## src/rtl/muldiv_pkg.sv

```systemverilog
// Shared encodings, FSM state type and negation helper for the iterative
// MIPS multiply/divide unit.
package muldiv_pkg;

   localparam logic [1:0] MD_MULTU = 2'b00;
   localparam logic [1:0] MD_MULT  = 2'b01;
   localparam logic [1:0] MD_DIVU  = 2'b10;
   localparam logic [1:0] MD_DIV   = 2'b11;

   // Widest value neg_w can negate; limits the unit to WIDTH <= 64.
   localparam int unsigned MD_MAXW = 128;

   typedef enum logic [1:0] {
      IDLE = 2'b00,
      RUN  = 2'b01,
      DONE = 2'b10
   } state_t;

   // Two's-complement negation modulo 2^w.
   function automatic logic [MD_MAXW-1:0] neg_w(input logic [MD_MAXW-1:0] x,
                                                input int unsigned       w);
      logic [MD_MAXW-1:0] mask;
      mask = (w >= MD_MAXW) ? '1 : ((MD_MAXW'(1) << w) - MD_MAXW'(1));
      return (~x + MD_MAXW'(1)) & mask;
   endfunction

endpackage

```

## src/rtl/muldiv_iter.sv

```systemverilog
// Iterative MULT/MULTU/DIV/DIVU unit: one result bit per cycle through a
// single shared (WIDTH+1)-bit adder/subtractor, HI/LO held until next result.
module muldiv_iter
   import muldiv_pkg::*;
#(
   parameter int unsigned WIDTH = 32
) (
   input  logic             clk,
   input  logic             rst,
   input  logic             start,
   input  logic [1:0]       op,
   input  logic [WIDTH-1:0] a,
   input  logic [WIDTH-1:0] b,
   input  logic             annul,
   output logic             stall_req,
   output logic             ready,
   output logic [WIDTH-1:0] hi,
   output logic [WIDTH-1:0] lo,
   output logic             div_zero
);

   localparam int unsigned W2 = 2 * WIDTH;
   localparam int unsigned CW = $clog2(WIDTH + 1);

   state_t           r_state;
   state_t           w_state_next;
   logic [CW-1:0]    r_cnt;
   logic             r_is_div;
   logic             r_neg_q;
   logic             r_neg_r;
   logic [WIDTH-1:0] r_opnd;
   logic [W2-1:0]    r_acc;
   logic [WIDTH-1:0] r_hi;
   logic [WIDTH-1:0] r_lo;
   logic             r_ready;
   logic             r_div_zero;

   logic             w_is_div;
   logic             w_signed;
   logic             w_b_zero;
   logic             w_accept;
   logic [WIDTH-1:0] w_abs_a;
   logic [WIDTH-1:0] w_abs_b;
   logic [WIDTH:0]   w_add_a;
   logic [WIDTH:0]   w_add_b;
   logic [WIDTH:0]   w_sum;
   logic [W2-1:0]    w_step;
   logic [W2-1:0]    w_prod_fix;
   logic [WIDTH-1:0] w_quot_fix;
   logic [WIDTH-1:0] w_rem_fix;
   logic [WIDTH-1:0] w_res_hi;
   logic [WIDTH-1:0] w_res_lo;

   assign w_is_div = (op == MD_DIVU) || (op == MD_DIV);
   assign w_signed = (op == MD_MULT) || (op == MD_DIV);
   assign w_b_zero = (b == '0);
   assign w_accept = (r_state == IDLE) && start && !annul;

   assign w_abs_a = (w_signed && a[WIDTH-1]) ? WIDTH'(neg_w(MD_MAXW'(a), WIDTH)) : a;
   assign w_abs_b = (w_signed && b[WIDTH-1]) ? WIDTH'(neg_w(MD_MAXW'(b), WIDTH)) : b;

   // Multiply: acc = {partial product, multiplier}, shifted right each step.
   // Divide:   acc = {partial remainder, dividend/quotient}, shifted left.
   assign w_add_a = r_is_div ? {r_acc[W2-1:WIDTH], r_acc[WIDTH-1]}
                             : {1'b0, r_acc[W2-1:WIDTH]};
   assign w_add_b = {1'b0, r_opnd} ^ {(WIDTH+1){r_is_div}};
   assign w_sum   = w_add_a + w_add_b + {{WIDTH{1'b0}}, r_is_div};

   always_comb begin
      w_step = r_acc;
      if (r_is_div) begin
         if (w_sum[WIDTH])
            w_step = {w_add_a[WIDTH-1:0], r_acc[WIDTH-2:0], 1'b0};
         else
            w_step = {w_sum[WIDTH-1:0], r_acc[WIDTH-2:0], 1'b1};
      end else begin
         if (r_acc[0])
            w_step = {w_sum, r_acc[WIDTH-1:1]};
         else
            w_step = {w_add_a, r_acc[WIDTH-1:1]};
      end
   end

   assign w_prod_fix = r_neg_q ? W2'(neg_w(MD_MAXW'(w_step), W2)) : w_step;
   assign w_quot_fix = r_neg_q ? WIDTH'(neg_w(MD_MAXW'(w_step[WIDTH-1:0]), WIDTH))
                               : w_step[WIDTH-1:0];
   assign w_rem_fix  = r_neg_r ? WIDTH'(neg_w(MD_MAXW'(w_step[W2-1:WIDTH]), WIDTH))
                               : w_step[W2-1:WIDTH];
   assign w_res_hi   = r_is_div ? w_rem_fix  : w_prod_fix[W2-1:WIDTH];
   assign w_res_lo   = r_is_div ? w_quot_fix : w_prod_fix[WIDTH-1:0];

   always_comb begin
      w_state_next = r_state;
      unique case (r_state)
         IDLE:    if (w_accept) w_state_next = (w_is_div && w_b_zero) ? DONE : RUN;
         RUN:     if (r_cnt == CW'(1)) w_state_next = DONE;
         DONE:    w_state_next = IDLE;
         default: w_state_next = IDLE;
      endcase
      if (annul) w_state_next = IDLE;
   end

   always_ff @(posedge clk or posedge rst) begin
      if (rst) begin
         r_state    <= IDLE;
         r_cnt      <= '0;
         r_is_div   <= 1'b0;
         r_neg_q    <= 1'b0;
         r_neg_r    <= 1'b0;
         r_opnd     <= '0;
         r_acc      <= '0;
         r_hi       <= '0;
         r_lo       <= '0;
         r_ready    <= 1'b0;
         r_div_zero <= 1'b0;
      end else begin
         r_state <= w_state_next;
         r_ready <= 1'b0;
         if (annul) begin
            r_cnt <= '0;
         end else begin
            case (r_state)
               IDLE: begin
                  if (start) begin
                     r_is_div <= w_is_div;
                     r_neg_q  <= w_signed && (a[WIDTH-1] ^ b[WIDTH-1]);
                     r_neg_r  <= w_signed && a[WIDTH-1];
                     r_opnd   <= w_is_div ? w_abs_b : w_abs_a;
                     r_acc    <= w_is_div ? {{WIDTH{1'b0}}, w_abs_a}
                                          : {{WIDTH{1'b0}}, w_abs_b};
                     r_cnt    <= CW'(WIDTH);
                     // Divide by zero skips RUN and commits the raw dividend.
                     if (w_is_div && w_b_zero) begin
                        r_cnt      <= '0;
                        r_hi       <= a;
                        r_lo       <= '1;
                        r_div_zero <= 1'b1;
                        r_ready    <= 1'b1;
                     end
                  end
               end
               RUN: begin
                  r_acc <= w_step;
                  r_cnt <= r_cnt - CW'(1);
                  if (r_cnt == CW'(1)) begin
                     r_hi       <= w_res_hi;
                     r_lo       <= w_res_lo;
                     r_div_zero <= 1'b0;
                     r_ready    <= 1'b1;
                  end
               end
               default: ;
            endcase
         end
      end
   end

   assign stall_req = !annul && ((r_state == RUN) || ((r_state == IDLE) && start));
   assign ready     = r_ready;
   assign hi        = r_hi;
   assign lo        = r_lo;
   assign div_zero  = r_div_zero;

endmodule

```

## config.mk

```make
export PLATFORM = sky130hd
export DESIGN_NAME = muldiv_iter
export DESIGN_NICKNAME = d
export VERILOG_FILES = /design/src/rtl/muldiv_pkg.sv /design/src/rtl/muldiv_iter.sv
export SDC_FILE = /design/constraint.sdc
export NUM_CORES = 1
export LEC_CHECK = 0
export BUFFER_PORTS_ARGS = -buffer_cell sky130_fd_sc_hd__buf_4
export CAP_MARGIN = 5
export CORE_MARGIN = 10
export CORE_UTILIZATION = 38
export DETAILED_ROUTE_END_ITERATION = 12
export GPL_ROUTABILITY_DRIVEN = 0
export SLEW_MARGIN = 20
export SYNTH_ARGS = -nofsm -noshare
export SYNTH_HDL_FRONTEND = slang
export SYNTH_SLANG_ARGS = --single-unit
```

## constraint.sdc

```tcl
create_clock -name clk -period 7.2 [get_ports clk]
set_input_delay 1.44 -clock clk [delete_from_list [all_inputs] [get_ports clk]]
set_output_delay 1.44 -clock clk [all_outputs]
set_load 0.05 [all_outputs]
```

==> flow_summary.toml, run 1 <==
[synth]
synth_xor_xnor_area_share_pct = 9.92
ys_ff_latch = 173
ys_warn_count = 0
async_flop_share_pct = 100
synth_common_cells = "a21oi_1, nand2_1, nor2_1"
synthCells = 1941
yosysSeqAreaShare_pct = 29.0
synth.area.top_cells = "dfrtp_1, a21oi_1, o21ai_0, xnor2_1, nand2_1"
synth_top_area_share_pct = 29.0
syn_avg_cell_area_um2 = 7.69
synth_simple_gate_area_share_pct = 21.0
yosysUniqueCellTypes = 87
syn_nets = 2049
synth_ff_type = "dfrtp_1"
yosysMostFrequentCell = "a21oi_1"
synth_compound_area_share_pct = 26.8
synth_top_family_by_area = "compound AO/OA/AOI/OAI gates"
yosysTopAreaCell = "dfrtp_1"
synthAdderAreaFrac_pct = 3.24
synth_edf_count = 0
synth.area.mux_share_pct = 5.30
syn_area_mm2 = 0.0149

[setup_path]
cp.arrival_ns = 6.99
cp_max_fo = 52
path_class = "flop to flop"
timing.rr.end = "hi[16]"
ff2ff_path_depth = 21
rrSetupSlack_ns = 0.52
critPathCaptureType = "flop"
worst_r2r_startpoint = "r_is_div"
crit_required_ns = 7.51
worst_setup_path_start_kind = "flop"

[sta]
fin_skew_ns = 0.0151
finalMaxSlewViolations = 0
slew_headroom_pct = 28.8
setup_viol = 0
finalCriticalPeriod_ns = 6.68
finalCritPeriodShare_pct = 92.8
worst_pin_slew_ns = 1.07
max_freq_mhz = 150
rsz0062_at_grt = "false"
fin_ws_ns = 0.520
holdWs_ns = 0.490
hold_viol = 0
tns_ns = 0

[pwr]
ir_worst_vdd_v = 0.000302
p_leak_nw = 7.23
power.density_mw_per_mm2 = 516
power.total_w = 0.00875

[clock_network]
clock_latency_ns = 0.45
cts_root_buffer = "clkbuf_16"
cts_tree = "built"
clk_pin_slew_worst_paths_ns = 0.07
max-clock-path-buffers = 2
holdBufCountCts = 0
cts.sinks = 173
cts_max_level = 4
cts_resized = 0
cts_buffers = 17
post_cts_buffers = 0

[status]
status = "finished, final reports clean"

[worst_hold_path]
hold_path_class = "flop to flop"
holdPathStages = 2
holdPathEnd = "hi[26]"
holdCritStartpoint = "hi[26]"

[global_route]
grt_start_max_net_pins = 105
antenna_found_initial = 1
track_usage_pct = 23.8
globalRoute.totalOverflow = 0
grt_pass1_wl_um = 88100
grt_pass1_vias = 14200

[layout]
regArea_mm2 = 0.00433
final_net_count = 2114
multi_input_area_mm2 = 0.00990
finish.utilization_pct = 43.8
syn_to_final_growth_pct = 13.7
diodes = 0
fill_cells = 3947
drive_above_1_share_pct = 13.8

[detailed_routing]
routed-via-count = 15300
drt_wl_total_um = 58200
dr.pass1.iters = 6
drc = 0
viasPerCell = 6.05
routedWlPerCell_um = 23.0
ant_nets = 0
drtIter0Drc = 1541

[die]
core-area_mm2 = 0.0387
row_count = 72
die_area_mm2 = 0.0476
io_pins = 137
die_y_um = 218
start_util_pct = 38.5
die_x_um = 218

[place]
dp_slack_ns = 0.708
post-dp-hpwl_um = 45400
io_buffers = 136

[job]
max_cap_violations = 0
## metrics by stage
| step | cell area, µm² | std cells |
|---|---|---|
| floorplan | 14900 | 1941 |
| global placement | 16400 | 2505 |
| detailed placement | 16400 | 2505 |
| CTS | 17000 | 2537 |
| global route | 17000 | 2537 |
| finish | 17000 | 2537 |
## worst max path at each step
stage | startpoint | end | slack [ns]
floorplan | r_is_div | hi[16] | 0.05
global placement | r_is_div | hi[16] | 0.93
detailed placement | r_is_div | hi[16] | 0.71
CTS | r_is_div | hi[16] | 0.68
global route | r_is_div | hi[16] | 0.1
finish | r_is_div | hi[16] | 0.52
## kinds of logic after synthesis
| group | count (synthesis) |
|---|---|
| DFF | 173 |
| and+or+nand+nor | 664 |
| AOI/OAI and AO/OA | 648 |
| xor gates and xnor gates | 169 |
| adders and majority gates | 38 |
| buffers and inverters | 174 |
| muxes | 75 |
## cells in the final DEF (no fill, tap or decap), types with 20 or more instances in the layout
cell type and instances:
a211oi_1 27, nor4_1 20, and3_1 26, a31oi_1 20, nand4_1 20, o22ai_1 25
mux2_2 32, nor3_1 61, mux2i_1 43, buf_4 175, dfrtp_1 172, inv_1 41
nor2_1 200, nand3_1 29, o31ai_1 27, ha_1 37, a21o_1 24, xnor2_1 93
nand2_1 207, a21oi_1 208, o21ai_0 187, xor2_1 76
## final cells by class
| type | instances | share of cell area, % |
|---|---|---|
| clock buffer | 20 | 2.75 |
| inverter | 45 | 1.03 |
| clock inverter | 12 | 0.745 |
| sequential | 173 | 25.5 |
| multi-input combinational | 1594 | 58.4 |
| timing repair buffer | 175 | 7.74 |
| tap | 518 | 3.82 |
## registers in the layout (all words and copies together), names as in the netlist, 2 cells and up
signal,flops
hi,32
r_acc,64
r_cnt,6
r_opnd,32
r_state,2
lo,32
## layer usage
metal	global-route usage [%]	routed length (µm)	vias up
li1	-	-	7139
met1	32.3	25100	7339
met2	34.3	24600	762
met3	7.53	6330	102
met4	9.30	2150	2
met5	0	13	-
## power breakdown
group / internal [W] / total (W) / switching, W
sequential: 0.00135 / 0.00182 / 0.000470
clock: 0.000515 / 0.000967 / 0.000452
combinational: 0.00204 / 0.00596 / 0.00391
total: 0.00391 / 0.00875 / 0.00484
## critical path, stage by stage, from the launching register on
cell and delay [ns]:
dfrtp_4 0.90, buf_4 0.36, mux2_2 0.36, ha_1 0.39, a21oi_1 0.28, o21a_1 0.28
o32ai_1 0.18, o21a_2 0.28, nor3_2 0.17, nor2_1 0.16, a21oi_1 0.21, ha_1 0.20
o21ai_0 0.16, or3_1 0.48, or2_2 0.39, nand2b_1 0.21, nor2b_1 0.33, nand2b_1 0.29
nand2b_1 0.16, o41ai_1 0.42, xor2_1 0.18, o22ai_1 0.09
No activity file was read; power rests on OpenSTA's default activity.
==> run 2: changes to the inputs <==
--- a/config.mk
+++ b/config.mk
@@ -7,10 +7,13 @@
 export LEC_CHECK = 0
 export BUFFER_PORTS_ARGS = -buffer_cell sky130_fd_sc_hd__buf_4
 export CAP_MARGIN = 5
+export CELL_PAD_IN_SITES_DETAIL_PLACEMENT = 2
+export CELL_PAD_IN_SITES_GLOBAL_PLACEMENT = 2
 export CORE_MARGIN = 10
-export CORE_UTILIZATION = 38
+export CORE_UTILIZATION = 33
 export DETAILED_ROUTE_END_ITERATION = 12
 export GPL_ROUTABILITY_DRIVEN = 0
+export PLACE_DENSITY_LB_ADDON = 0.1
 export SLEW_MARGIN = 20
 export SYNTH_ARGS = -nofsm -noshare
 export SYNTH_HDL_FRONTEND = slang
==> run 2 against run 1 <==
Die area rose by 14%. Sequential cell count did not move. Wire length increased by 24%. Register-to-register slack is essentially flat. Critical path depth up 1. Highest routed layer is now met4.
==> flow_summary.toml, run 2 (synthesis results as in run 1) <==
[layout]
syn_to_final_growth_pct = 14.8
largest-register = "r_acc"
fill_cells = 5133
final_cell_mix = "a21oi_1, nand2_1, nor2_1, o21ai_0, buf_4"
drive_above_1_share_pct = 14.1
largest_reg_flops = 64
final_net_count = 2124
layout_commonest_cell = "a21oi_1"
diodes = 0
finish.utilization_pct = 38.6

[die]
core-area_mm2 = 0.0444
die_area_mm2 = 0.0541
row_count = 77
die_y_um = 233
die_x_um = 233
start_util_pct = 33.6
io_pins = 137

[sta]
fin_ws_ns = 0.534
finalMaxSlewViolations = 0
fin_skew_ns = 0.00998
slew_headroom_pct = 27.4
holdWs_ns = 0.499
max_freq_mhz = 150
setup_viol = 0
finalCritPeriodShare_pct = 92.6
rsz0062_at_grt = "false"
hold_viol = 0
tns_ns = 0
worst_pin_slew_ns = 1.09
finalCriticalPeriod_ns = 6.67

[global_route]
grt_pass1_vias = 16700
grt_start_max_net_pins = 115
antenna_found_initial = 0
track_usage_pct = 26.3
globalRoute.totalOverflow = 0
grt_pass1_wl_um = 109000

[place]
post-dp-hpwl_um = 56100
io_buffers = 136
dp_slack_ns = 0.420

[setup_path]
critPathCaptureType = "flop"
path_buf_inv = 1
worst_setup_path_start_kind = "flop"
cp_max_fo = 30
cp_slowest_cell = "dfrtp_4"
cpMostUsedCell = "nand2b_1"
cpPeakStageDelay_ns = 0.68
cp.arrival_ns = 7.00
crit_chain = "buf_4 -> and2_1 -> a21o_1 -> ha_1 -> nand4_1 -> or3_4 -> o32ai_1 -> o21ai_0 -> nand3_1 -> nor2_1 -> a21oi_1 -> ha_1 -> o21ai_0 -> or3_1 -> or2_2 -> nand2b_1 -> nor2b_1 -> nand2b_1 -> nand2b_1 -> o41ai_1 -> xor2_1 -> o22ai_1"
path_class = "flop to flop"
path_delay_family = "simple AND/OR/NAND/NOR gates"
crit_required_ns = 7.53

[detailed_routing]
routed-via-count = 15600
routedWlPerCell_um = 27.6
drc = 0
drt_wl_total_um = 72300
dr.pass1.iters = 5
ant_nets = 0
drtIter0Drc = 958
viasPerCell = 5.97

[pwr]
ir_worst_vdd_v = 0.000235
p_leak_nw = 7.27
comb_power_share_pct = 68.9
pwr-share-clk_pct = 10.7
cellInternalPower_w = 0.00392
p_seq_share_pct = 20.3
p_sw_share_pct = 56.6
power.density_mw_per_mm2 = 528
power.switching_w = 0.00512

[clock_network]
cts_max_level = 4
cts_tree = "built"
clk_pin_slew_worst_paths_ns = 0.08
clock_latency_ns = 0.47
cts.sinks = 173
max-clock-path-buffers = 2
holdBufCountCts = 0
cts_buffers = 17
cts_root_buffer = "clkbuf_16"
cts_resized = 0

[status]
status = "finished, final reports clean"

[job]
max_cap_violations = 0

[worst_hold_path]
hold_path_class = "flop to flop"
run 2: layout make-up:
| cell class | instances | area, µm² | area share [%] |
|---|---|---|---|
| clock buffer | 20 | 447 | 2.61 |
| clock inverter | 12 | 130 | 0.760 |
| inverter | 45 | 176 | 1.03 |
| multi-input combinational | 1594 | 9900 | 57.8 |
| sequential | 173 | 4330 | 25.3 |
| tap | 592 | 741 | 4.32 |
| timing repair buffer | 185 | 1400 | 8.18 |
run 2: worst paths after layout:
check	startpoint	to	slack (ns)	depth (start not counted)
setup / recovery	r_is_div	hi[16]	0.53	22
hold / removal	hi[26]	hi[26]	0.50	2
setup reg to reg	r_is_div	hi[16]	0.53	22
hold reg to reg	hi[26]	hi[26]	0.50	2
max in group asynchronous	rst	r_acc[2]	4.62	3
min in group asynchronous	rst	r_acc[8]	1.14	2
run 2: what timing repair did:
item                                    4_1_cts  5_1_grt
endpoints found under the setup margin        0        1
setup buffers                                 0        1
hold endpoints to repair                      0        0
run 2: metal layers:
layer | vias up | share of wire [%] | track usage (%)
met5 | - | 0 | 0
met4 | 0 | 3.3 | 8.91
met3 | 86 | 3.4 | 3.31
met2 | 300 | 50 | 46.4
met1 | 8122 | 43 | 32.5
li1 | 7135 | - | -
run 2: power by group through the flow:
stage | Sequential (W) | Clock [W] | Combinational, W
2_1_floorplan | 0.00224 | 0 | 0.00358
3_3_place_gp | 0.00183 | 0 | 0.00596
3_5_place_dp | 0.00185 | 0 | 0.00614
4_1_cts | 0.00184 | 0.000987 | 0.00619
5_1_grt | 0.00188 | 0.00102 | 0.00673
6_report | 0.00184 | 0.000971 | 0.00623
run 2: through the flow:
| stage | total power, W | std cells | cell area (µm²) |
|---|---|---|---|
| after CTS | 0.00901 | 2620 | 17100 |
| after floorplan | 0.00582 | 1941 | 14900 |
| after global placement | 0.00780 | 2588 | 16500 |
| final | 0.00904 | 2621 | 17100 |
| after global routing | 0.00963 | 2621 | 17100 |
| after detailed placement | 0.00798 | 2588 | 16500 |
run 2: worst min-delay path, cell delays in order, from the launching register on:
cell     delay [ns]
dfrtp_1        0.35
a21oi_1        0.06
nand2_1        0.05
==> run 3: changes to the inputs <==
--- a/config.mk
+++ b/config.mk
@@ -13,7 +13,7 @@
 export CORE_UTILIZATION = 33
 export DETAILED_ROUTE_END_ITERATION = 12
 export GPL_ROUTABILITY_DRIVEN = 0
-export PLACE_DENSITY_LB_ADDON = 0.1
+export PLACE_DENSITY = 0.77
 export SLEW_MARGIN = 20
 export SYNTH_ARGS = -nofsm -noshare
 export SYNTH_HDL_FRONTEND = slang
==> run 3 against run 2 <==
Sequential power is essentially flat. Sequential share of layout area grew 0.065 points. Utilization shrank 0.099 points. Highest routed layer is now met5. Wire length shrank 3.1%. Clock-buffer cell count grew 2. Total power shrank 0.38%. Sequential cell count is the same. Critical path depth shrank 1. Global-route usage shrank 1.0 points. Cell area shrank 0.26%. Setup slack lost 0.0078 ns.
==> flow_summary.toml, run 3 (synthesis results as in run 1) <==
[layout]
drive_above_1_share_pct = 14.1
final_net_count = 2125
largest-register = "r_acc"
largest_reg_flops = 64
layout_commonest_cell = "a21oi_1"
final_cells = 2622
final_cell_mix = "a21oi_1, nand2_1, nor2_1, o21ai_0, buf_4"
syn_to_final_growth_pct = 14.5
fill_cells = 5156

[setup_path]
crit_required_ns = 7.53
path_delay_family = "simple AND/OR/NAND/NOR gates"
cp_max_fo = 21
cp_slowest_cell = "dfrtp_4"
worst_r2r_startpoint = "r_is_div"
timing.rr.end = "hi[16]"
critPathCaptureType = "flop"
crit_chain = "buf_4 -> mux2_2 -> ha_1 -> a211oi_1 -> o211ai_2 -> a31oi_4 -> o41ai_4 -> nor3_2 -> nor2_1 -> a21oi_1 -> ha_1 -> o21ai_0 -> or3_1 -> or2_2 -> nand2b_1 -> nor2b_1 -> nand2b_1 -> nand2b_1 -> o41ai_1 -> xor2_1 -> o22ai_1"
path_class = "flop to flop"
cpPeakStageDelay_ns = 0.63
ff2ff_path_depth = 21
rrSetupSlack_ns = 0.53
crit_cells = 21
cp.arrival_ns = 7.00
cpMostUsedCell = "nand2b_1"
worst_setup_path_start_kind = "flop"
path_buf_inv = 1

[sta]
tns_ns = 0
max_freq_mhz = 150
setup_viol = 0
finalCritPeriodShare_pct = 92.7
holdWs_ns = 0.509
finalMaxSlewViolations = 0
finalCriticalPeriod_ns = 6.67
hold_viol = 0
fin_skew_ns = 0.0128
fin_ws_ns = 0.526
worst_pin_slew_ns = 1.10
rsz0062_at_grt = "false"
slew_headroom_pct = 26.5

[pwr]
p_leak_nw = 7.25
power.density_mw_per_mm2 = 527
ir_worst_vdd_v = 0.000166

[global_route]
globalRoute.totalOverflow = 0
grt_pass1_vias = 16700
antenna_found_initial = 3
track_usage_pct = 25.3
grt_start_max_net_pins = 104
grt_pass1_wl_um = 106000

[clock_network]
post_cts_buffers = 0
cts_tree = "built"
cts.sinks = 173
cts_resized = 0
clk_pin_slew_worst_paths_ns = 0.07
clock_latency_ns = 0.47
cts_max_level = 4
cts_root_buffer = "clkbuf_16"
holdBufCountCts = 0
cts_buffers = 17
max-clock-path-buffers = 2

[place]
dpl.cell_count = 2589
dp_slack_ns = 0.563
post-dp-hpwl_um = 54300
io_buffers = 136

[die]
die_y_um = 233
io_pins = 137
row_count = 77
start_util_pct = 33.6
die_x_um = 233
die_area_mm2 = 0.0541
core-area_mm2 = 0.0444

[status]
status = "finished, final reports clean"

[detailed_routing]
drt_wl_total_um = 70100
drtIter0Drc = 1233
routedWlPerCell_um = 26.7
routed-via-count = 15800
dr.pass1.iters = 5
viasPerCell = 6.04
drc = 0
ant_nets = 0

[worst_hold_path]
holdCritStartpoint = "hi[13]"
hold_path_class = "flop to flop"
holdPathStages = 2
holdPathEnd = "hi[13]"

[job]
max_cap_violations = 0
==> run 3: tightest hold or removal path, delay by kind of cell (launching register included) <==
family,cells,cell delay [ns]
AO/OA/AOI/OAI,2,0.12
flip-flops,1,0.35
==> run 3: layer usage <==
metal	global-route usage, %	part of all wire, %
met5	0	0.029
met4	9.96	3.8
met3	5.40	6.5
met2	38.8	44
met1	34.1	46
==> run 3: area by class of cell <==
cell class                      instances  area (µm²)  area share (%)
Clock inverter                          9        65.1           0.381
Inverter                               45         174            1.02
Tap cell                              592         741            4.34
Multi-Input combinational cell       1594        9900            58.0
Sequential cell                       173        4330            25.4
Antenna cell                            1        2.50          0.0146
Clock buffer                           22         464            2.72
Timing Repair Buffer                  186        1400            8.22
==> run 3: worst max-delay path by stage <==
| stage | from | end | slack (ns) |
|---|---|---|---|
| final | r_is_div | hi[16] | 0.53 |
| after floorplan | r_is_div | hi[16] | 0.05 |
| after CTS | r_is_div | hi[16] | 0.44 |
| after detailed placement | r_is_div | hi[16] | 0.56 |
| after global routing | r_is_div | hi[16] | 0.14 |
| after global placement | r_is_div | hi[16] | 0.84 |
==> run 3: where the power goes <==
group / total, W / switching (W) / internal (W)
clock network: 0.000900 / 0.000441 / 0.000458
logic: 0.00628 / 0.00420 / 0.00208
registers: 0.00182 / 0.000470 / 0.00135
==> run 3: through the flow <==
step | utilization, % | area, µm² | total power [W]
after floorplan | - | 14900 | 0.00582
after global placement | 37.2 | 16500 | 0.00777
after detailed placement | 37.2 | 16500 | 0.00798
after CTS | 38.4 | 17100 | 0.00893
after global routing | 38.5 | 17100 | 0.00955
final | 38.5 | 17100 | 0.00900
